`config.mk`:
```
export PLATFORM = sky130hd
export DESIGN_NAME = seq_multiplier
export DESIGN_NICKNAME = d
export VERILOG_FILES = /design/src/rtl/seq_mul_pkg.sv /design/src/rtl/seq_mul_adder.sv /design/src/rtl/seq_multiplier.sv
export SDC_FILE = /design/constraint.sdc
export NUM_CORES = 1
export LEC_CHECK = 0
export BUFFER_PORTS_ARGS = -buffer_cell sky130_fd_sc_hd__buf_2
export CAP_MARGIN = 0
export CORE_ASPECT_RATIO = 0.9
export CORE_MARGIN = 3
export CORE_UTILIZATION = 57
export DETAILED_ROUTE_END_ITERATION = 10
export PLACE_DENSITY = 0.89
export SLEW_MARGIN = 20
export SYNTH_ARGS = -nofsm -noshare
export SYNTH_HDL_FRONTEND = slang
export SYNTH_SLANG_ARGS = --single-unit
```
`constraint.sdc`:
```
create_clock -name clk -period 3.65 [get_ports clk]
set_clock_uncertainty 0.2 [all_clocks]
set_input_delay 0.5475 -clock clk [delete_from_list [all_inputs] [get_ports clk]]
set_output_delay 0.5475 -clock clk [all_outputs]
set_load 0.01 [all_outputs]
```
`src/rtl/seq_mul_pkg.sv`:
```
// Shared state encoding and counter sizing for the shift-add multiplier.
package seq_mul_pkg;

   typedef enum logic [1:0] {
      IDLE = 2'd0,
      RUN  = 2'd1,
      DONE = 2'd2
   } state_t;

   function automatic int cnt_width(input int w);
      return $clog2(w);
   endfunction

endpackage

```
`src/rtl/seq_mul_adder.sv`:
```
// W-bit adder with carry-out for the multiplier's accumulate step.
module seq_mul_adder #(
   parameter int W = 16
) (
   input  logic [W-1:0] a,
   input  logic [W-1:0] b,
   output logic [W-1:0] sum,
   output logic         cout
);

   assign {cout, sum} = {1'b0, a} + {1'b0, b};

endmodule

```
`src/rtl/seq_multiplier.sv`:
```
// Multi-cycle shift-add multiplier, one multiplier bit per cycle, full 2W-bit product.
// Define MUL_SIGNED_EN to add the signed_mode port and two's-complement support.
module seq_multiplier
   import seq_mul_pkg::*;
#(
   parameter int W = 16
) (
   input  logic         clk,
   input  logic         reset,
   input  logic         start,
   input  logic [W-1:0] A,
   input  logic [W-1:0] B,
`ifdef MUL_SIGNED_EN
   input  logic         signed_mode,
`endif
   output logic         ready,
   output logic         done,
   output logic [W-1:0] R1,
   output logic [W-1:0] R2,
   output logic         Overflow,
   output state_t       state_dbg
);

   // Handshake: a request is accepted on a rising edge where start=1 and ready=1;
   // ready is high only in IDLE, and done pulses for the single cycle the result appears.
   localparam int CW = cnt_width(W);

   state_t          state, state_next;
   logic [CW-1:0]   count;
   logic [W-1:0]    a_reg, b_reg;
   logic [W-1:0]    a_in, b_in;
   logic [2*W:0]    acc, acc_step, acc_shift;
   logic [W-1:0]    sum;
   logic            cout;
   logic [2*W-1:0]  prod;
   logic            ovf;
   logic            last;

`ifdef MUL_SIGNED_EN
   logic neg_reg, sgn_reg;
   logic sign_a, sign_b;

   // Magnitudes go in; the most negative value maps naturally to 2^(W-1).
   assign sign_a = signed_mode & A[W-1];
   assign sign_b = signed_mode & B[W-1];
   assign a_in   = sign_a ? -A : A;
   assign b_in   = sign_b ? -B : B;
`else
   assign a_in = A;
   assign b_in = B;
`endif

   seq_mul_adder #(.W(W)) u_adder (
      .a   (acc[2*W-1:W]),
      .b   (a_reg),
      .sum (sum),
      .cout(cout)
   );

   assign last = (count == CW'(W - 1));

   always_comb begin
      acc_step  = b_reg[count] ? {cout, sum, acc[W-1:0]} : acc;
      acc_shift = acc_step >> 1;
      prod      = acc_shift[2*W-1:0];
      ovf       = (prod[2*W-1:W] != '0);
`ifdef MUL_SIGNED_EN
      if (neg_reg)
         prod = -acc_shift[2*W-1:0];
      if (sgn_reg)
         ovf = (prod[2*W-1:W] != {W{prod[W-1]}});
      else
         ovf = (prod[2*W-1:W] != '0);
`endif
   end

   always_comb begin
      state_next = state;
      ready      = 1'b0;
      done       = 1'b0;
      case (state)
         IDLE: begin
            ready = 1'b1;
            if (start)
               state_next = RUN;
         end
         RUN: begin
            if (last)
               state_next = DONE;
         end
         DONE: begin
            done       = 1'b1;
            state_next = IDLE;
         end
         default: state_next = IDLE;
      endcase
   end

   assign state_dbg = state;

   always_ff @(posedge clk or posedge reset) begin
      if (reset) begin
         state    <= IDLE;
         count    <= '0;
         a_reg    <= '0;
         b_reg    <= '0;
         acc      <= '0;
         R1       <= '0;
         R2       <= '0;
         Overflow <= 1'b0;
`ifdef MUL_SIGNED_EN
         neg_reg  <= 1'b0;
         sgn_reg  <= 1'b0;
`endif
      end else begin
         state <= state_next;
         case (state)
            IDLE: begin
               if (start) begin
                  a_reg <= a_in;
                  b_reg <= b_in;
                  acc   <= '0;
                  count <= '0;
`ifdef MUL_SIGNED_EN
                  neg_reg <= sign_a ^ sign_b;
                  sgn_reg <= signed_mode;
`endif
               end
            end
            RUN: begin
               acc   <= acc_shift;
               count <= count + CW'(1);
               // Results land on the final RUN edge so they are valid while done is high.
               if (last) begin
                  R1       <= prod[W-1:0];
                  R2       <= prod[2*W-1:W];
                  Overflow <= ovf;
               end
            end
            default: ;
         endcase
      end
   end

endmodule

```
After elaboration in Yosys (flattened, before gate mapping):

Cells that the tools add are included.

* output and inout port bits: 37
* input port bits: 35
* register bits: 104
* logic and storage cells: 35

* equal/unequal tests: 5
* $lt $le $gt $ge: 1
* reduce and logical (&&, ||, !) cells: 7
* add/sub/neg operators: 2
* multiplexer cells: 12

Operator list (number)
* 2-to-1 mux 33 bit: 2
* case mux 33 bit (2 select lines): 1
* adder 16 x 16 -> 17 bit: 1
* nonzero test 16 bit: 1
* case mux 4 bit (2 select lines): 1
* AND reduction 2 bit: 4
* < comparator 4 x 5 -> 1 bit, second input constant: 1
* adder 4 x 1 -> 4 bit, second input constant: 1
* binary-select mux 1 bit (select 4 bit): 1
* == test 4 bit, second input constant: 1
* 2-to-1 mux 2 bit: 2
* 2-to-1 mux 4 bit: 1
* != test 2 bit, second input constant: 2
* case mux 2 bit (2 select lines): 1
* 2-to-1 mux 1 bit: 3
* == test 2 x 1 -> 1 bit, second input constant: 1
* == test 2 bit, second input constant: 1
* zero test 2 bit: 1
* nonzero test 2 bit: 1

Longest topological paths before layout:

Gate-level depths: netlist (run 1).

* depth in word-level cells: 4
* gate-level depth with buffers: 10
* depth with buffers taken out: 10

Cells and area by module:

A second synthesis (run 1) with hierarchy kept.

* cells, all modules: 581
* area, all modules: 5784.3 µm²

By module, submodules not included
* seq_multiplier: sequential area each 2552.4 µm², area each 4928.5 µm², instances 1, cells an instance 471
* seq_mul_adder: sequential area each 0.0 µm², area each 855.8 µm², instances 1, cells an instance 110

Least setup slack after synthesis (run 1):

OpenSTA, ideal clock, no wires.

* path type: register to register
* start: register a_reg[0]
* end: register Overflow
* required time: 3.304 ns
* buffers on the path: 0
* setup time: 0.146 ns
* stages on the path, launching flop included: 11
* setup slack: 0.331 ns
* period minus slack after synthesis: 3.319 ns
* data arrival time: 2.973 ns
* cells stage by stage: dfrtp_1 -> ha_1 -> fa_1 -> a211oi_1 -> o21bai_1 -> and2_1 -> o41a_1 -> a221oi_1 -> or4b_1 -> nor4bb_1 -> a41oi_1

* cells in the longest elaborated chain, start to end: 3

RTL lines
* start, declared: line seq_multiplier.sv:30 `logic [W-1:0] a_reg, b_reg;`
* start signal, assigned: line seq_multiplier.sv:120 `a_reg <= a_in;`
* adder 16 x 16 -> 17 bit: line seq_mul_adder.sv:11 `assign {cout, sum} = {1'b0, a} + {1'b0, b};`
* 2-to-1 mux 33 bit: line seq_multiplier.sv:63 `acc_step = b_reg[count] ? {cout, sum, acc[W-1:0]} : acc;`
* nonzero test 16 bit: line seq_multiplier.sv:66 `ovf = (prod[2*W-1:W] != '0);`
* end signal, assigned: line seq_multiplier.sv:137 `Overflow <= ovf;`
* end, declared: line seq_multiplier.sv:20 `output logic Overflow,`

Every way passes these cells.
A chain may end at the register's enable or synchronous reset.

Worst setup path after layout (run 1):

* start: register acc[16]
* end: register Overflow

* cells in the longest elaborated chain, start to end: 3

RTL lines
* start, declared: line seq_multiplier.sv:32 `logic [2*W:0] acc, acc_step, acc_shift;`
* start signal, assigned: line seq_multiplier.sv:131 `acc <= acc_shift;`
* adder 16 x 16 -> 17 bit: line seq_mul_adder.sv:11
* 2-to-1 mux 33 bit: line seq_multiplier.sv:63
* nonzero test 16 bit: line seq_multiplier.sv:66

Every way passes these cells.

==> results of run 1 <==
-- timing repair --
| item | CTS | global route |
|---|---|---|
| setup endpoints to repair | 0 | 1 |
| resized for setup | 0 | 2 |
| hold buffers | 0 | 0 |
-- cells by family (layout without fill, tap and decap cells) --
family | Yosys count | count (layout) | synth area share
AO/OA/AOI/OAI | 105 | 105 | 0.125
XOR/XNOR | 12 | 12 | 0.0209
adder cells (fa/ha/maj) | 18 | 18 | 0.0463
buffers and inverters | 38 | 103 | 0.0301
flip-flops | 102 | 102 | 0.508
multiplexers | 18 | 18 | 0.0440
AND/OR/NAND/NOR | 272 | 272 | 0.226
-- power groups by stage --
stage	logic, µW	clock network, µW	registers, µW
CTS	3120	730	2050
floorplan	2210	0	2030
global route	3520	778	2130
finish	3140	724	2060
detailed placement	3100	0	2070
global placement	3020	0	2040
-- how the worst max path moves through the flow --
stage	start	endpoint	slack, ps	cells after the start
2_1_floorplan	reset	Overflow	230	1
3_3_place_gp	a_reg[0]	Overflow	130	10
3_5_place_dp	acc[16]	Overflow	50	10
4_1_cts	acc[16]	Overflow	50	10
5_1_grt	a_reg[0]	Overflow	6	10
6_report	acc[16]	Overflow	200	10
-- synth_stat cells (2+ instances only) --
| master | count | area share |
|---|---|---|
| a221oi_1 | 2 | 0.0035 |
| mux2i_1 | 14 | 0.028 |
| nor2_1 | 13 | 0.0097 |
| and4_1 | 2 | 0.0035 |
| mux4_2 | 3 | 0.013 |
| a211oi_1 | 2 | 0.0030 |
| nand2_1 | 205 | 0.15 |
| nand4_1 | 2 | 0.0025 |
| or4_1 | 2 | 0.0030 |
| buf_2 | 4 | 0.0040 |
| or2_2 | 2 | 0.0025 |
| or3_1 | 3 | 0.0037 |
| xor2_1 | 4 | 0.0070 |
| a21oi_1 | 11 | 0.011 |
| nand3_1 | 23 | 0.023 |
| a31oi_1 | 2 | 0.0025 |
| nor2b_1 | 5 | 0.0062 |
| o21a_1 | 5 | 0.0075 |
| nor3_1 | 6 | 0.0060 |
| o41a_1 | 2 | 0.0045 |
| o22ai_1 | 2 | 0.0025 |
| xnor2_1 | 8 | 0.014 |
| dfrtp_1 | 102 | 0.51 |
| a21o_1 | 5 | 0.0075 |
| o221ai_1 | 2 | 0.0035 |
| o21bai_1 | 2 | 0.0030 |
| clkbuf_1 | 29 | 0.022 |
| o21ai_0 | 60 | 0.060 |
| ha_1 | 17 | 0.042 |
| inv_1 | 3 | 0.0022 |
| and2_1 | 3 | 0.0037 |
-- cell type report --
type	instances	area [µm²]
inverter	4	17.5
tap	115	144
clock buffer	10	138
fill	688	2600
multi-input combinational	425	2340
timing repair buffer	83	445
sequential	102	2550
clock inverter	6	63.8
-- metal layers --
layer  vias up  global-route usage  wire length (µm)
met2       142               0.401              5480
met3        16              0.0630               675
met4         0              0.0776               223
li1       2028                   -                 -
met5         -                   0                 0
met1      1967               0.322              5100
-- per-stage QoR --
stage                     area (µm²)  utilization  std cells  power, µW
after floorplan                 5030            -        565       4250
after global routing            5700        0.687        745       6430
after CTS                       5690        0.686        745       5910
after detailed placement        5490        0.661        729       5180
after global placement          5490        0.661        729       5060
final                           5700        0.687        745       5920
-- worst max-delay path, stage by stage, from the launching register on --
cell      delay, ps
dfrtp_1         410
ha_1            220
fa_2            380
a211oi_2        280
o21bai_1        140
and2_1          180
o41a_1          380
a221oi_1        240
or4b_1          460
nor4bb_1        290
a41oi_1         150
==> summary.md, run 1 <==
| Metric | Value |
|---|---|
| Outcome | `finished clean` |
| Die area | `9990 µm²` |
| Post-route ant nets | `0` |
| Post-Syn Nets | `618` |
| Most common cell after layout, fill and taps aside | `nand2_1` |
| Max reg flops | `31` |
| F_max | `290 MHz` |
| Setup TNS | `0 ps` |
| Drt first pass iters | `5` |
| WP data arrival | `3480 ps` |
| GRT overflow | `0` |
| Number of setup buffers added after CTS | `0` |
| Setup CP Type | `register to register` |
| Post-Syn Area | `5030 µm²` |
| CP endpoint kind | `register` |
| Clk pwr share | `0.122` |
| CP max FO | `3` |
| Int Pwr | `3260 µW` |
| Initial antenna violation count | `0` |
| Critical R2R Capture | `Overflow` |
| Post-synthesis average cell area | `8.90 µm²` |
| Worst reg2reg path depth | `10` |
| Fraction of layout cells with a size suffix above 1 | `0.175` |
| Slew HR | `0.428` |
| Initial Util | `0.606` |
| Switching share of power | `0.449` |
| DR vias/cell | `5.57` |
| Clock sink count | `102` |
| Height of the die | `95.1 µm` |
| FF+latch count, synth | `102` |
| DP HPWL | `8.19 mm` |
| Tot GR Track Use | `0.244` |
| I/O Buffers | `71` |
| Clock buffer depth | `2` |
| Post-layout min period | `3450 ps` |
| CTS Buf Count | `9` |
| H-Tree Depth | `3` |
| Root Buffer Master | `clkbuf_8` |
| Commonest cells after routing, fill and taps aside | `205 x nand2_1, 102 x dfrtp_1, 71 x buf_2` |
| Final #Nets | `678` |
| Synth unique cells | `51` |
| Routed WL per cell | `15.4 µm` |
| Share of the yosys chip area belonging to registers | `0.508` |
| Final-report setup violation count | `0` |
| DR DRC count | `0` |
| Final max-slew violation count | `0` |
| Hold Violations, Final | `0` |
| GPL Wtd Cong | `0.893` |
| Largest net degree at the start of global routing | `70` |
| CTS tree | `built` |
| Place WS | `53.4 ps` |
| Max Cap Violations | `0` |
| Synth Warn # | `0` |
| Core ar. | `8300 µm²` |
| Clock-pin slew on the worst setup and hold paths | `100 ps` |
| First-pass GRT wire length | `19.4 mm` |
| Synth Flop Type | `dfrtp_1` |
| WHS | `118 ps` |
| Critical Path RT | `3680 ps` |
| Layout area overhead | `13.3%` |
| Synth Instances | `565` |
| Detailed-route wire length | `11.5 mm` |
| Top reg by flops | `acc` |
| I/O pin total | `72` |
| Flop2flop setup slack | `200 ps` |
| Pwr dens | `1040 nW/µm²` |
| ANT cells | `0` |
| Post-synth EDFFs | `0` |
| Vias in the first global route | `4011` |
| Psw | `2660 µW` |
| Period utilisation layout | `0.945` |
| RSZ-0062 raised after global routing | `false` |
| Row cnt | `31` |
| R2R Path Start | `acc[16]` |
| Leakage power | `0.00280 µW` |
| Asr flop ratio synth | `1.00` |
| Routed vias | `4153` |
| Clock latency on the worst-skew pair | `390 ps` |
| Width of the die | `105 µm` |
| Hold Path Class | `input port to async pin` |
| Worst vdd rail ir drop | `0.457 mV` |
| Worst slew pin tran | `857 ps` |
| DRT iter0 DRCs | `234` |
| Seq pwr share | `0.347` |
| Fin worst setup slack | `201 ps` |
| Logic pwr share | `0.531` |
| CP Launch Type | `register` |
(Power assumes the default switching activity.)
==> run 2: changes to the inputs <==
SETUP_SLACK_MARGIN = 0.4   (was not set)
==> summary.md, run 2 (synthesis gave the netlist of run 1 again) <==
| Metric | Value |
|---|---|
| Max reg flops | `31 (unchanged)` |
| Width of the die | `105 µm (unchanged)` |
| Layout area overhead | `15.2% (was 13.3%)` |
| Final-report setup violation count | `0 (unchanged)` |
| Slowest stage delay, CP | `450 ps (was 460 ps)` |
| Clock buffer depth | `2 (unchanged)` |
| Initial antenna violation count | `0 (unchanged)` |
| F_max | `308 MHz (was 290 MHz)` |
| Psw | `2750 µW (was 2660 µW)` |
| Largest net degree at the start of global routing | `87 (was 70)` |
| GPL Wtd Cong | `0.909 (was 0.893)` |
| Int Pwr | `3410 µW (was 3260 µW)` |
| Drt first pass iters | `5 (unchanged)` |
| CTS tree | `built (unchanged)` |
| Worst reg2reg path depth | `10 (unchanged)` |
| Max Cap Violations | `0 (unchanged)` |
| Final #Nets | `680 (was 678)` |
| GRT overflow | `0 (unchanged)` |
| Fraction of layout cells with a size suffix above 1 | `0.181 (was 0.175)` |
| DR DRC count | `0 (unchanged)` |
| Root Buffer Master | `clkbuf_8 (unchanged)` |
| DR vias/cell | `5.65 (was 5.57)` |
| Setup TNS | `0 ps (unchanged)` |
| Clk pwr share | `0.129 (was 0.122)` |
| CP max FO | `3 (unchanged)` |
| Critical-path cell list | `ha_4 > fa_2 > a211oi_2 > o21bai_1 > and2_1 > o41a_1 > a221oi_2 > or4b_1 > nor4bb_1 > a41oi_1 (was ha_1 > fa_2 > a211oi_2 > o21bai_1 > and2_1 > o41a_1 > a221oi_1 > or4b_1 > nor4bb_1 > a41oi_1)` |
| Tot GR Track Use | `0.253 (was 0.244)` |
| Core ar. | `8300 µm² (unchanged)` |
| Logic pwr share | `0.534 (was 0.531)` |
| Worst vdd rail ir drop | `0.504 mV (was 0.457 mV)` |
| DP HPWL | `8.54 mm (was 8.19 mm)` |
| Seq pwr share | `0.337 (was 0.347)` |
| Pwr dens | `1060 nW/µm² (was 1040 nW/µm²)` |
| Detailed-route wire length | `12.0 mm (was 11.5 mm)` |
| Leakage power | `0.00282 µW (was 0.00280 µW)` |
| H-Tree Depth | `3 (unchanged)` |
| Hold depth | `3` |
| Switching share of power | `0.447 (was 0.449)` |
| CTS Buf Count | `9 (unchanged)` |
| Hold Violations, Final | `0 (unchanged)` |
| Multi-input logic area | `2380 µm² (was 2340 µm²)` |
| Place WS | `260 ps (was 53.4 ps)` |
| Post-layout min period | `3240 ps (was 3450 ps)` |
| Fillers | `663 (was 688)` |
| WHS | `161 ps (was 118 ps)` |
| Top reg by flops | `acc (unchanged)` |
| WP data arrival | `3280 ps (was 3480 ps)` |
| CP endpoint kind | `register (unchanged)` |
| Vias in the first global route | `4086 (was 4011)` |
| I/O Buffers | `71 (unchanged)` |
| Outcome | `finished clean (unchanged)` |
| Initial Util | `0.606 (unchanged)` |
| CP Launch Type | `register (unchanged)` |
| First-pass GRT wire length | `20.1 mm (was 19.4 mm)` |
| Clock latency on the worst-skew pair | `370 ps (was 390 ps)` |
| Die area | `9990 µm² (unchanged)` |
| Hold Path Class | `input port to register (was input port to async pin)` |
| I/O pin total | `72 (unchanged)` |
| CP max-delay cell | `or4b_1 (unchanged)` |
| Routed WL per cell | `16.1 µm (was 15.4 µm)` |
| Commonest cells after routing, fill and taps aside | `205 x nand2_1, 102 x dfrtp_1, 71 x buf_2 (unchanged)` |
| Slew HR | `0.375 (was 0.428)` |
| Clock sink count | `102 (unchanged)` |
| Power, Total | `6160 µW (was 5920 µW)` |
| Post-route ant nets | `0 (unchanged)` |
| Row cnt | `31 (unchanged)` |
| Most common cell after layout, fill and taps aside | `nand2_1 (unchanged)` |
| Post-layout util | `0.698 (was 0.687)` |
| Routed vias | `4219 (was 4153)` |
| Height of the die | `95.1 µm (unchanged)` |
| Worst slew pin tran | `937 ps (was 857 ps)` |
| Period utilisation layout | `0.888 (was 0.945)` |
| Final max-slew violation count | `0 (unchanged)` |
| Setup CP Type | `register to register (unchanged)` |
| RSZ-0062 raised after global routing | `true (was false)` |
| Critical Path RT | `3690 ps (was 3680 ps)` |
| Fin worst setup slack | `408 ps (was 201 ps)` |
| Clock-pin slew on the worst setup and hold paths | `100 ps (about the same)` |
| DRT iter0 DRCs | `248 (was 234)` |
| Seq. cell area | `2550 µm² (unchanged)` |
-- run 2: final cells by class --
class	count	area share
clock buffers	9	0.0214
repair buffers	85	0.0821
diodes	1	0.000432
multi-input cells	425	0.411
well taps	115	0.0248
clock inverters	6	0.0164
flip-flops and latches	102	0.441
inverters	4	0.00324
-- run 2: per-layer routing --
metal / vias up / wire length (µm) / part of all wire / global-route usage
met5: - / 0 / 0 / 0
met4: 0 / 195 / 0.016 / 0.0776
met3: 18 / 610 / 0.051 / 0.0562
met2: 129 / 5930 / 0.49 / 0.422
met1: 2035 / 5250 / 0.44 / 0.337
li1: 2037 / - / - / -
-- run 2: timing repair --
item | 4_1_cts | 5_1_grt
hold endpoints to repair | 16 | 0
cloned | 0 | 0
pin swaps | 9 | 2
hold buffers | 1 | 0
buffers inserted | 3 | 0
endpoints found under the setup margin | 1 | 1
gates resized for setup | 5 | 1
-- run 2: final timing paths --
path	startpoint	endpoint	slack, ps
max	acc[16]	Overflow	410
min	B[13]	b_reg[13]	160
max reg2reg	acc[16]	Overflow	410
min reg2reg	R2[12]	R2[12]	280
max in group asynchronous	reset	R2[11]	1980
min in group asynchronous	reset	R1[0]	510
-- run 2: metrics by stage --
| stage | area [µm²] | instances |
|---|---|---|
| 6_report | 5790 | 747 |
| 5_1_grt | 5790 | 746 |
| 4_1_cts | 5780 | 746 |
| 3_5_place_dp | 5500 | 727 |
| 3_3_place_gp | 5500 | 727 |
| 2_1_floorplan | 5040 | 565 |
-- run 2: worst max-delay path: cells and delay by family, from the launching register on --
kind,cells,cell delay [ps]
fa+ha+maj,2,580
simple gates,3,880
compound gates,5,1020
flops,1,430
-- run 2: power by group through the flow --
stage               logic [µW]  clock network [µW]  registers, µW
floorplan                 2230                   0           2030
global placement          3040                   0           2050
detailed placement        3140                   0           2080
CTS                       3260                 803           2070
global route              3660                 851           2140
finish                    3290                 797           2070
